<file path="config.mk">
export PLATFORM = sky130hd
export DESIGN_NAME = trace_bp_mc
export DESIGN_NICKNAME = d
export VERILOG_FILES = /design/src/rtl/trace_pkg.sv /design/src/rtl/trace_rr_arbiter.sv /design/src/rtl/trace_bp_mc.sv
export SDC_FILE = /design/constraint.sdc
export NUM_CORES = 1
export LEC_CHECK = 0
export ABC_CLOCK_PERIOD_IN_PS = 9200
export CAP_MARGIN = 10
export CORE_AREA = 2 2 166 128
export DETAILED_ROUTE_END_ITERATION = 10
export DIE_AREA = 0 0 168 130
export PLACE_DENSITY = 0.81
export SYNTH_ARGS = -nofsm -noshare
export SYNTH_HDL_FRONTEND = slang
export SYNTH_SLANG_ARGS = --single-unit
</file>
<file path="constraint.sdc">
create_clock -name clk -period 9.2 [get_ports clk]
set_input_delay 1.38 -clock clk [delete_from_list [all_inputs] [get_ports clk]]
set_output_delay 1.38 -clock clk [all_outputs]
set_load 0.1 [all_outputs]
</file>
<file path="src/rtl/trace_pkg.sv">
// Shared types and packet-layout helpers for the multi-channel trace
// backpressure block.
package trace_pkg;

   typedef enum logic {
      PKT_SAMPLE = 1'b0,
      PKT_DROP   = 1'b1
   } pkt_type_e;

   localparam int unsigned PKT_PAYLOAD_LSB = 0;

   function automatic int unsigned pkt_width(input int unsigned n, input int unsigned w);
      return 1 + $clog2(n) + w;
   endfunction

   function automatic int unsigned pkt_chan_lsb(input int unsigned w);
      return w;
   endfunction

   function automatic int unsigned pkt_type_bit(input int unsigned n, input int unsigned w);
      return w + $clog2(n);
   endfunction

endpackage

</file>
<file path="src/rtl/trace_rr_arbiter.sv">
// Round-robin arbiter: combinational one-hot grant searched from a rotating
// pointer, which moves past the winner whenever advance_i is set.
module trace_rr_arbiter #(
   parameter  int unsigned width_p      = 4,
   localparam int unsigned idx_width_lp = $clog2(width_p)
) (
   input  logic                    clk,
   input  logic                    rst,
   input  logic [width_p-1:0]      req_i,
   input  logic                    advance_i,
   output logic [width_p-1:0]      gnt_oh_o,
   output logic [idx_width_lp-1:0] gnt_idx_o
);

   logic [idx_width_lp-1:0] ptr_q, ptr_d;
   logic [idx_width_lp-1:0] cand_idx_s;
   logic                    found_s;

   // first requester at or after the pointer wins
   always_comb begin
      gnt_oh_o   = '0;
      gnt_idx_o  = '0;
      found_s    = 1'b0;
      cand_idx_s = '0;
      for (int unsigned k = 0; k < width_p; k++) begin
         cand_idx_s = idx_width_lp'((32'(ptr_q) + k) % width_p);
         if (!found_s && req_i[cand_idx_s]) begin
            found_s              = 1'b1;
            gnt_oh_o[cand_idx_s] = 1'b1;
            gnt_idx_o            = cand_idx_s;
         end else begin
            found_s = found_s;
         end
      end
   end

   // pointer moves to winner+1, wrapping at width_p
   always_comb begin
      ptr_d = ptr_q;
      if (advance_i && found_s) begin
         if (gnt_idx_o == idx_width_lp'(width_p - 1)) begin
            ptr_d = '0;
         end else begin
            ptr_d = gnt_idx_o + idx_width_lp'(1);
         end
      end else begin
         ptr_d = ptr_q;
      end
   end

   // pointer register
   always_ff @(posedge clk) begin
      if (rst) begin
         ptr_q <= '0;
      end else begin
         ptr_q <= ptr_d;
      end
   end

endmodule

</file>
<file path="src/rtl/trace_bp_mc.sv">
// Multi-channel trace backpressure: merges non-stallable sample streams into
// one valid/ready packet stream, replacing lost samples with drop records.
module trace_bp_mc
   import trace_pkg::*;
#(
   parameter  int unsigned num_channels_p   = 4,
   parameter  int unsigned sample_width_p   = 16,
   parameter  int unsigned counter_width_p  = 16,
   localparam int unsigned chan_id_width_lp = $clog2(num_channels_p),
   localparam int unsigned pkt_width_lp     = pkt_width(num_channels_p, sample_width_p)
) (
   input  logic                                          clk,
   input  logic                                          rst,
   input  logic [num_channels_p-1:0]                     chan_en_i,
   input  logic [num_channels_p-1:0]                     sample_valid_i,
   input  logic [num_channels_p-1:0][sample_width_p-1:0] sample_data_i,
   output logic                                          out_valid_o,
   output logic [pkt_width_lp-1:0]                       out_data_o,
   input  logic                                          out_ready_i,
   output logic [num_channels_p-1:0]                     overflow_o
);

   localparam int unsigned type_bit_lp = pkt_type_bit(num_channels_p, sample_width_p);
   localparam int unsigned chan_lsb_lp = pkt_chan_lsb(sample_width_p);

   if (counter_width_p > sample_width_p) begin : g_bad_cfg
      $error("trace_bp_mc: counter_width_p must not exceed sample_width_p");
   end

   logic                                        can_load_s;
   logic                                        any_gnt_s;
   logic [num_channels_p-1:0]                   in_s;
   logic [num_channels_p-1:0]                   slot_v_s;
   logic [num_channels_p-1:0]                   ctr_nz_s;
   logic [num_channels_p-1:0]                   req_s;
   logic [num_channels_p-1:0]                   gnt_oh_s;
   logic [chan_id_width_lp-1:0]                 gnt_idx_s;
   logic [num_channels_p-1:0][pkt_width_lp-1:0] cand_pkt_s;
   logic                                        out_valid_q, out_valid_d;
   logic [pkt_width_lp-1:0]                     out_data_q, out_data_d;

   assign can_load_s = ~out_valid_q | out_ready_i;
   assign in_s       = sample_valid_i & chan_en_i;
   // an incoming sample competes directly only when its channel has nothing older
   assign req_s      = {num_channels_p{can_load_s}} & (slot_v_s | ctr_nz_s | in_s);
   assign any_gnt_s  = |gnt_oh_s;

   for (genvar i = 0; i < num_channels_p; i++) begin : g_chan
      logic                       slot_v_q, slot_v_d;
      logic [sample_width_p-1:0]  slot_data_q, slot_data_d;
      logic [counter_width_p-1:0] ctr_q, ctr_d;
      logic                       ovf_q, ovf_d;
      logic                       slot_gnt_s, drop_gnt_s, byp_gnt_s, accept_s;
      pkt_type_e                  cand_type_s;
      logic [sample_width_p-1:0]  cand_payload_s;
      logic [pkt_width_lp-1:0]    cand_pkt_l;

      assign ctr_nz_s[i]   = |ctr_q;
      assign slot_v_s[i]   = slot_v_q;
      assign overflow_o[i] = ovf_q;
      assign cand_pkt_s[i] = cand_pkt_l;
      assign slot_gnt_s    = gnt_oh_s[i] & slot_v_q;
      assign drop_gnt_s    = gnt_oh_s[i] & ~slot_v_q & ctr_nz_s[i];
      assign byp_gnt_s     = gnt_oh_s[i] & ~slot_v_q & ~ctr_nz_s[i];
      assign accept_s      = (~ctr_nz_s[i] & (~slot_v_q | slot_gnt_s)) | drop_gnt_s;

      // candidate order: buffered sample, then drop record, then live sample
      always_comb begin
         cand_type_s    = PKT_SAMPLE;
         cand_payload_s = sample_data_i[i];
         if (slot_v_q) begin
            cand_payload_s = slot_data_q;
         end else if (ctr_nz_s[i]) begin
            cand_type_s    = PKT_DROP;
            cand_payload_s = sample_width_p'(ctr_q);
         end else begin
            cand_payload_s = sample_data_i[i];
         end
         cand_pkt_l                                        = '0;
         cand_pkt_l[type_bit_lp]                           = cand_type_s;
         cand_pkt_l[chan_lsb_lp +: chan_id_width_lp]       = chan_id_width_lp'(i);
         cand_pkt_l[PKT_PAYLOAD_LSB +: sample_width_p]     = cand_payload_s;
      end

      // slot / drop-counter next state
      always_comb begin
         slot_v_d    = slot_v_q;
         slot_data_d = slot_data_q;
         ctr_d       = ctr_q;
         ovf_d       = ovf_q;
         if (slot_gnt_s) begin
            slot_v_d = 1'b0;
         end else begin
            slot_v_d = slot_v_q;
         end
         if (drop_gnt_s) begin
            ctr_d = '0;
         end else begin
            ctr_d = ctr_q;
         end
         if (in_s[i]) begin
            if (byp_gnt_s) begin
               slot_v_d = 1'b0;
            end else if (accept_s) begin
               slot_v_d    = 1'b1;
               slot_data_d = sample_data_i[i];
            end else if (&ctr_q) begin
               ovf_d = 1'b1;
            end else begin
               ctr_d = ctr_q + counter_width_p'(1);
            end
         end else begin
            ovf_d = ovf_q;
         end
      end

      // per-channel state registers
      always_ff @(posedge clk) begin
         if (rst) begin
            slot_v_q    <= 1'b0;
            slot_data_q <= '0;
            ctr_q       <= '0;
            ovf_q       <= 1'b0;
         end else begin
            slot_v_q    <= slot_v_d;
            slot_data_q <= slot_data_d;
            ctr_q       <= ctr_d;
            ovf_q       <= ovf_d;
         end
      end
   end

   trace_rr_arbiter #(
      .width_p   (num_channels_p)
   ) u_arb (
      .clk       (clk),
      .rst       (rst),
      .req_i     (req_s),
      .advance_i (can_load_s),
      .gnt_oh_o  (gnt_oh_s),
      .gnt_idx_o (gnt_idx_s)
   );

   // output register only changes when empty or handshaking
   always_comb begin
      out_valid_d = out_valid_q;
      out_data_d  = out_data_q;
      if (can_load_s) begin
         out_valid_d = any_gnt_s;
         if (any_gnt_s) begin
            out_data_d = cand_pkt_s[gnt_idx_s];
         end else begin
            out_data_d = out_data_q;
         end
      end else begin
         out_valid_d = out_valid_q;
      end
   end

   // output register
   always_ff @(posedge clk) begin
      if (rst) begin
         out_valid_q <= 1'b0;
         out_data_q  <= '0;
      end else begin
         out_valid_q <= out_valid_d;
         out_data_q  <= out_data_d;
      end
   end

   assign out_valid_o = out_valid_q;
   assign out_data_o  = out_data_q;

endmodule
</file>
Word level (Yosys, flattened, before mapping):

Cells that the tools add are included.

* flip-flop bits (word level): 158
* bits of input ports: 75
* logic and storage cells: 202

* bitwise operators: 53
* magnitude comparators: 9
* equal/unequal tests: 1
* add/sub/neg operators: 8
* reductions and logical operators: 29
* muxes and demuxes: 83

Operators with widths (number)
* 16-bit 2-to-1 mux: 28
* 19-bit AND reduction: 4
* 16-bit by 1-bit adder with 16-bit output (second input constant): 4
* 16-bit AND reduction: 4
* 16-bit OR reduction: 4
* 19-bit binary-select mux with 2-bit select: 1
* 1-bit 2-to-1 mux: 36
* 1-bit bitwise AND: 20
* 4-bit OR: 5
* 19-bit 2-to-1 mux: 1
* 1-bit NOT: 17
* 4-bit 2-to-1 mux: 4
* 2-bit by 3-bit less-than comparator with 1-bit output (second input constant): 5
* 3-bit AND reduction: 4
* 2-bit 2-to-1 mux: 5
* 1-bit OR: 9
* 4-bit bitwise AND: 2
* 1-bit binary-select mux with 2-bit select: 4
* 1-bit demux with 2-bit select: 4
* 2-bit by 1-bit greater-or-equal comparator with 1-bit output (second input constant): 4
* 1-bit logical AND: 8
* 2-bit by 1-bit adder with 2-bit output (second input constant): 2
* 2-bit adder (second input constant): 2
* 4-bit OR reduction: 1
* other kinds (3): 5

Longest topological paths before layout:

* depth after elaboration: 23
* mapped depth: 14
* depth with buffers taken out: 11

By module:

A second synthesis with hierarchy kept.

* cell total of the unflattened synthesis: 1383
* area total of the unflattened synthesis: 10978.0 um2

Modules (own cells, without submodules)
* trace_bp_mc: area an instance 10387.5 um2, times used 1, seq. area each 3123.0 um2, cells each 1303
* trace_rr_arbiter: area an instance 590.6 um2, times used 1, seq. area each 40.0 um2, cells each 80

Worst setup path before layout:

No wires, ideal clock.

* kind: input -> register
* from: input port sample_valid_i[3]
* to: register g_chan[1].ctr_q[11]
* stages on the path: 11
* path buffers: 2
* path slack: 5.430 ns
* arrival time: 3.637 ns
* cell sequence: a21oi_1 > nand2_1 > o22ai_2 > and4_4 > buf_6 > o2111ai_2 > and3_1 > maj3_4 > clkbuf_1 > nand3_1 > o221ai_1

* longest elaborated chain between the ends: 22
* elaborated cells on any way between the ends: 39
* classes of those cells: 20 x mux; 13 x bitwise; 6 x reduce/logical

RTL lines
* start: declaration: line trace_bp_mc.sv:15 `input logic [num_channels_p-1:0] sample_valid_i,`
* 4-bit bitwise AND (*): line trace_bp_mc.sv:43 `assign in_s = sample_valid_i & chan_en_i;`
* 4-bit OR (*): line trace_bp_mc.sv:45 `assign req_s = {num_channels_p{can_load_s}} & (slot_v_s | ctr_nz_s | in_s);`
* 4-bit bitwise AND (*): line trace_bp_mc.sv:45
* 1-bit binary-select mux with 2-bit select: line trace_rr_arbiter.sv:27 `if (!found_s && req_i[cand_idx_s]) begin`
* 1-bit 2-to-1 mux (implied by the code): line trace_rr_arbiter.sv:27
* 1-bit 2-to-1 mux: line trace_rr_arbiter.sv:27
* 1-bit zero test: line trace_rr_arbiter.sv:27
* 1-bit logical AND: line trace_rr_arbiter.sv:27
* [6 not listed]
* 4-bit 2-to-1 mux (*): line trace_rr_arbiter.sv:27
* 1-bit bitwise AND (on tied branches): line trace_bp_mc.sv:63, trace_bp_mc.sv:64, trace_bp_mc.sv:62
* 1-bit bitwise AND or 1-bit OR (tied branches): line trace_bp_mc.sv:63, trace_bp_mc.sv:65
* 16-bit 2-to-1 mux or 1-bit bitwise AND (tied branches): line trace_bp_mc.sv:96, trace_bp_mc.sv:65
* 16-bit 2-to-1 mux or 1-bit OR (tied branches): line trace_bp_mc.sv:107, trace_bp_mc.sv:65
* 16-bit 2-to-1 mux: line trace_bp_mc.sv:104 `end else if (accept_s) begin`
* 16-bit 2-to-1 mux: line trace_bp_mc.sv:102 `if (byp_gnt_s) begin`
* 16-bit 2-to-1 mux (*): line trace_bp_mc.sv:101 `if (in_s[i]) begin`
* end signal: assignment: line trace_bp_mc.sv:127 `ctr_q <= ctr_d;`
* end: declaration: line trace_bp_mc.sv:51 `logic [counter_width_p-1:0] ctr_q, ctr_d;`

Mark *: on every way between the ends. The rest lies on a longest branch, timed or not. The select of a mux whose other input is x is not followed.
A chain may end at the register's enable or synchronous reset.

Worst setup path after layout:

* from: input port sample_valid_i[3]
* to: register out_data_q[1] (netlist: out_data_o[1])

* longest elaborated chain between the ends: 17
* elaborated cells on any way between the ends: 35
* classes of those cells: 21 x mux; 6 x bitwise; 8 x reduce/logical

RTL lines
* 4-bit bitwise AND (*): line trace_bp_mc.sv:43
* 4-bit OR (*): line trace_bp_mc.sv:45
* 4-bit bitwise AND (*): line trace_bp_mc.sv:45
* 1-bit binary-select mux with 2-bit select: line trace_rr_arbiter.sv:27
* 1-bit 2-to-1 mux (implied by the code): line trace_rr_arbiter.sv:27
* 1-bit 2-to-1 mux: line trace_rr_arbiter.sv:27
* 1-bit zero test: line trace_rr_arbiter.sv:27
* 1-bit logical AND: line trace_rr_arbiter.sv:27
* 1-bit 2-to-1 mux: line trace_rr_arbiter.sv:27
* 1-bit zero test: line trace_rr_arbiter.sv:27
* 1-bit logical AND: line trace_rr_arbiter.sv:27
* 1-bit 2-to-1 mux: line trace_rr_arbiter.sv:27
* 1-bit zero test: line trace_rr_arbiter.sv:27
* 1-bit logical AND: line trace_rr_arbiter.sv:27
* 2-bit 2-to-1 mux or 4-bit 2-to-1 mux (tied branches): line trace_rr_arbiter.sv:27
* 19-bit binary-select mux with 2-bit select or 4-bit OR reduction (tied branches): line trace_bp_mc.sv:151, trace_bp_mc.sv:46
* 19-bit 2-to-1 mux (implied by the code) or 2-bit AND reduction (tied branches)
* end signal: assignment: line trace_bp_mc.sv:167 `out_data_q <= out_data_d;`
* end: declaration: line trace_bp_mc.sv:40 `logic [pkt_width_lp-1:0] out_data_q, out_data_d;`

Marks and branches as above.

==> results.yml <==
timing:
  finalHoldViolCount: 0
  rsz0062_at_grt: "no"
  slew_headroom: 0.204
  finalSetupViolations: 0
  slew_viol_final: 0
  clock.fmax_mhz: 180
  setup_ws_ns: 3.65
  fin_skew_ns: 0.0128
  setup_tns_ns: 0
  finalCritPeriodShare: 0.603
  tightest_slew_ns: 1.19
  finalCriticalPeriod_ns: 5.55
setup_path:
  path_class: "in -> reg"
  cp-start-kind: "primary input"
  cp.required_ns: 9.53
  crit_path_max_fanout: 35
  reg2reg_depth: 9
  cp-endpoint: "out_data_o[1]"
  slowest_stage: "or2_1"
  setup.worst_path.start: "sample_valid_i[3]"
  critPathMaxStageDelay_ns: 0.98
  r2r_end: "out_data_o[1]"
  path_cells: "clkdlybuf4s50_1 > a21oi_1 > nand2_1 > o22ai_2 > a2bb2o_2 > o21ai_0 > o311a_1 > or2_1 > o211ai_1 > a32o_1"
  arrival_ns: 5.88
  regToRegSetupSlack_ns: 3.97
  end_kind: "flop"
synth:
  yosys_warnings: 0
  async_flop_share: 0
  synth_cell_types: 97
  yosysTopAreaCell: "dfxtp_1"
  ys.flop_type: "dfxtp_1"
  yosysTopAreaCellShare: 0.318
  synth_edf_count: 0
  ys_ff_latch: 158
  synth-seq-area-share: 0.318
  syn_area_per_cell_sq_um: 7.86
  netlist_instances: 1267
  synthesis.area_sq_um: 9950
  synth_area_leaders: "dfxtp_1 (32%), a21oi_1 (6.0%), mux2i_1 (5.5%)"
  syn_nets: 1358
cells_and_area:
  fin_nets: 1383
  area.sequential_sq_um: 3160
  drive_above_1_share: 0.0653
  fillers: 1850
  areaGrowthSynthToFinish_pct: 15.1
  fin_cells: 1566
  diodes: 0
  mostFrequentLayoutCell: "dfxtp_1"
  multi_input_area_sq_um: 6120
  layout.cells.most_common_list: "dfxtp_1 (158), nor2_1 (145), a21oi_1 (119)"
flow_run:
  cap_violations: 0
power:
  power-per-cell-area_nw_per_um2: 296
  leakage_nw: 4.07
  max-vdd-ir-drop_mv: 0.224
  power.total_mw: 3.40
floorplan:
  die_x_microns: 168
  num_io_pins: 99
  rows: 46
  dieArea_sq_um: 21800
  fp.dieH_microns: 130
  start_util: 0.487
  core_area_sq_um: 20400
clock_tree:
  post_cts_resized: 0
  cts.sinks: 158
  clockBufferDepth: 2
  cts-root-buf: "clkbuf_16"
  numCtsBuffers: 17
  clkLatencyLatePin_ns: 0.45
  clk_pin_slew_ns: 0.06
  postCtsSetupRepairBufs: 0
  tritoncts: "yes"
  cts-hold-fix-buffers: 0
  htree_levels: 4
global_routing:
  grt_pass1_wl_mm: 49.2
  antenna_found_initial: 0
  grt_pass1_vias: 8789
  grt_start_max_net_pins: 74
  overflow: 0
  track_usage: 0.285
drt:
  wl_met2_mm: 14.0
  wl_met1_mm: 14.2
  dr.pass1.iters: 6
  routed_via_density: 6.54
  dr.max_layer_used: "met4"
  vias: 10200
  drt_iter0_drc: 1316
  routedWlPerCell_microns: 20.3
  ant_nets: 0
  routed_wl_mm: 31.8
  wl_met3_mm: 2.98
  route.detailed.drc: 0
place:
  dp_hpwl_mm: 22.7
  gp_congestion: 0.896
  preCtsSetupSlack_ns: 3.40
  port_buffers: 98
  dpl.cell_count: 1537
outcome:
  status: "finished clean"
min_path:
  worstHoldPathType: "reg -> reg"
-- sequential cells by signal, summed over array words and instances (netlist names), named ones only --
signal,count
u_arb.ptr_q,1
out_valid_o,1
g_chan.slot_v_q,4
out_data_o,19
g_chan.ovf_q,4
g_chan.slot_data_q,64
g_chan.ctr_q,64
-- routing by layer --
metal,global-route usage,vias to the layer above
met4,0.0839,0
met5,0,-
met1,0.407,4896
li1,-,4767
met3,0.0588,56
met2,0.436,529
-- worst min-delay path by stage --
stage | start | end | slack (ns) | cells past startpoint
after CTS | g_chan[3].slot_data_q[0] | g_chan[3].slot_data_q[0] | 0.45 | 2
after global placement | g_chan[3].slot_data_q[12] | g_chan[3].slot_data_q[12] | 0.44 | 2
after floorplan | g_chan[3].slot_data_q[0] | g_chan[3].slot_data_q[0] | 0.43 | 2
after detailed placement | g_chan[3].slot_data_q[0] | g_chan[3].slot_data_q[0] | 0.44 | 2
after global routing | g_chan[3].slot_data_q[0] | g_chan[3].slot_data_q[0] | 0.48 | 2
final | g_chan[3].slot_data_q[1] | g_chan[3].slot_data_q[1] | 0.46 | 2
-- Yosys cell counts, drive strengths merged (10+ instances only) --
cell type and n:
nand2 106, nand4 20, nor3 24, a21oi 119, clkbuf 53, and3 29
nor4 16, a31oi 36, ha 16, a211oi 24, o221ai 22, nor2 146
or3 12, a32o 18, mux2i 56, inv 51, dfxtp 158, buf 48
o211ai 49, nand3 54, nand2b 10, o21ai 62
-- report_power, final --
group | switching [mW] | internal (mW)
logic | 1.19 | 0.580
registers | 0.0911 | 0.782
clock network | 0.298 | 0.457
-- stage by stage --
stage	hold WS, ns	instance area, sq um	utilization
final	0.455	11500	0.561
after floorplan	0.431	9950	-
after detailed placement	0.444	10900	0.531
after global routing	0.482	11500	0.561
after global placement	0.440	10900	0.531
after CTS	0.454	11500	0.561
-- cell type report --
type                       count  share of cell area
clock buffer                  19              0.0386
clock inverter                10              0.0143
inverter                      52              0.0170
multi-input combinational    956               0.534
sequential                   158               0.276
tap                          264              0.0288
timing repair buffer         107              0.0913
-- cell families (layout without fill, tap and decap cells) --
group,Yosys count,after routing,synth area share
xor gates and xnor gates,10,10,0.00880
muxes,59,59,0.0610
adders and majority gates,17,17,0.0215
buffers and inverters,153,188,0.0674
DFF,158,158,0.318
and+or+nand+nor,462,462,0.238
AOI/OAI and AO/OA,408,408,0.285
-- worst max-delay path, delay by kind of cell --
family          cells  cell delay (ns)
compound gates      7             2.83
simple gates        2             1.18
buf+inv             1             0.47
Note: power is estimated with default switching activity, not from simulation.
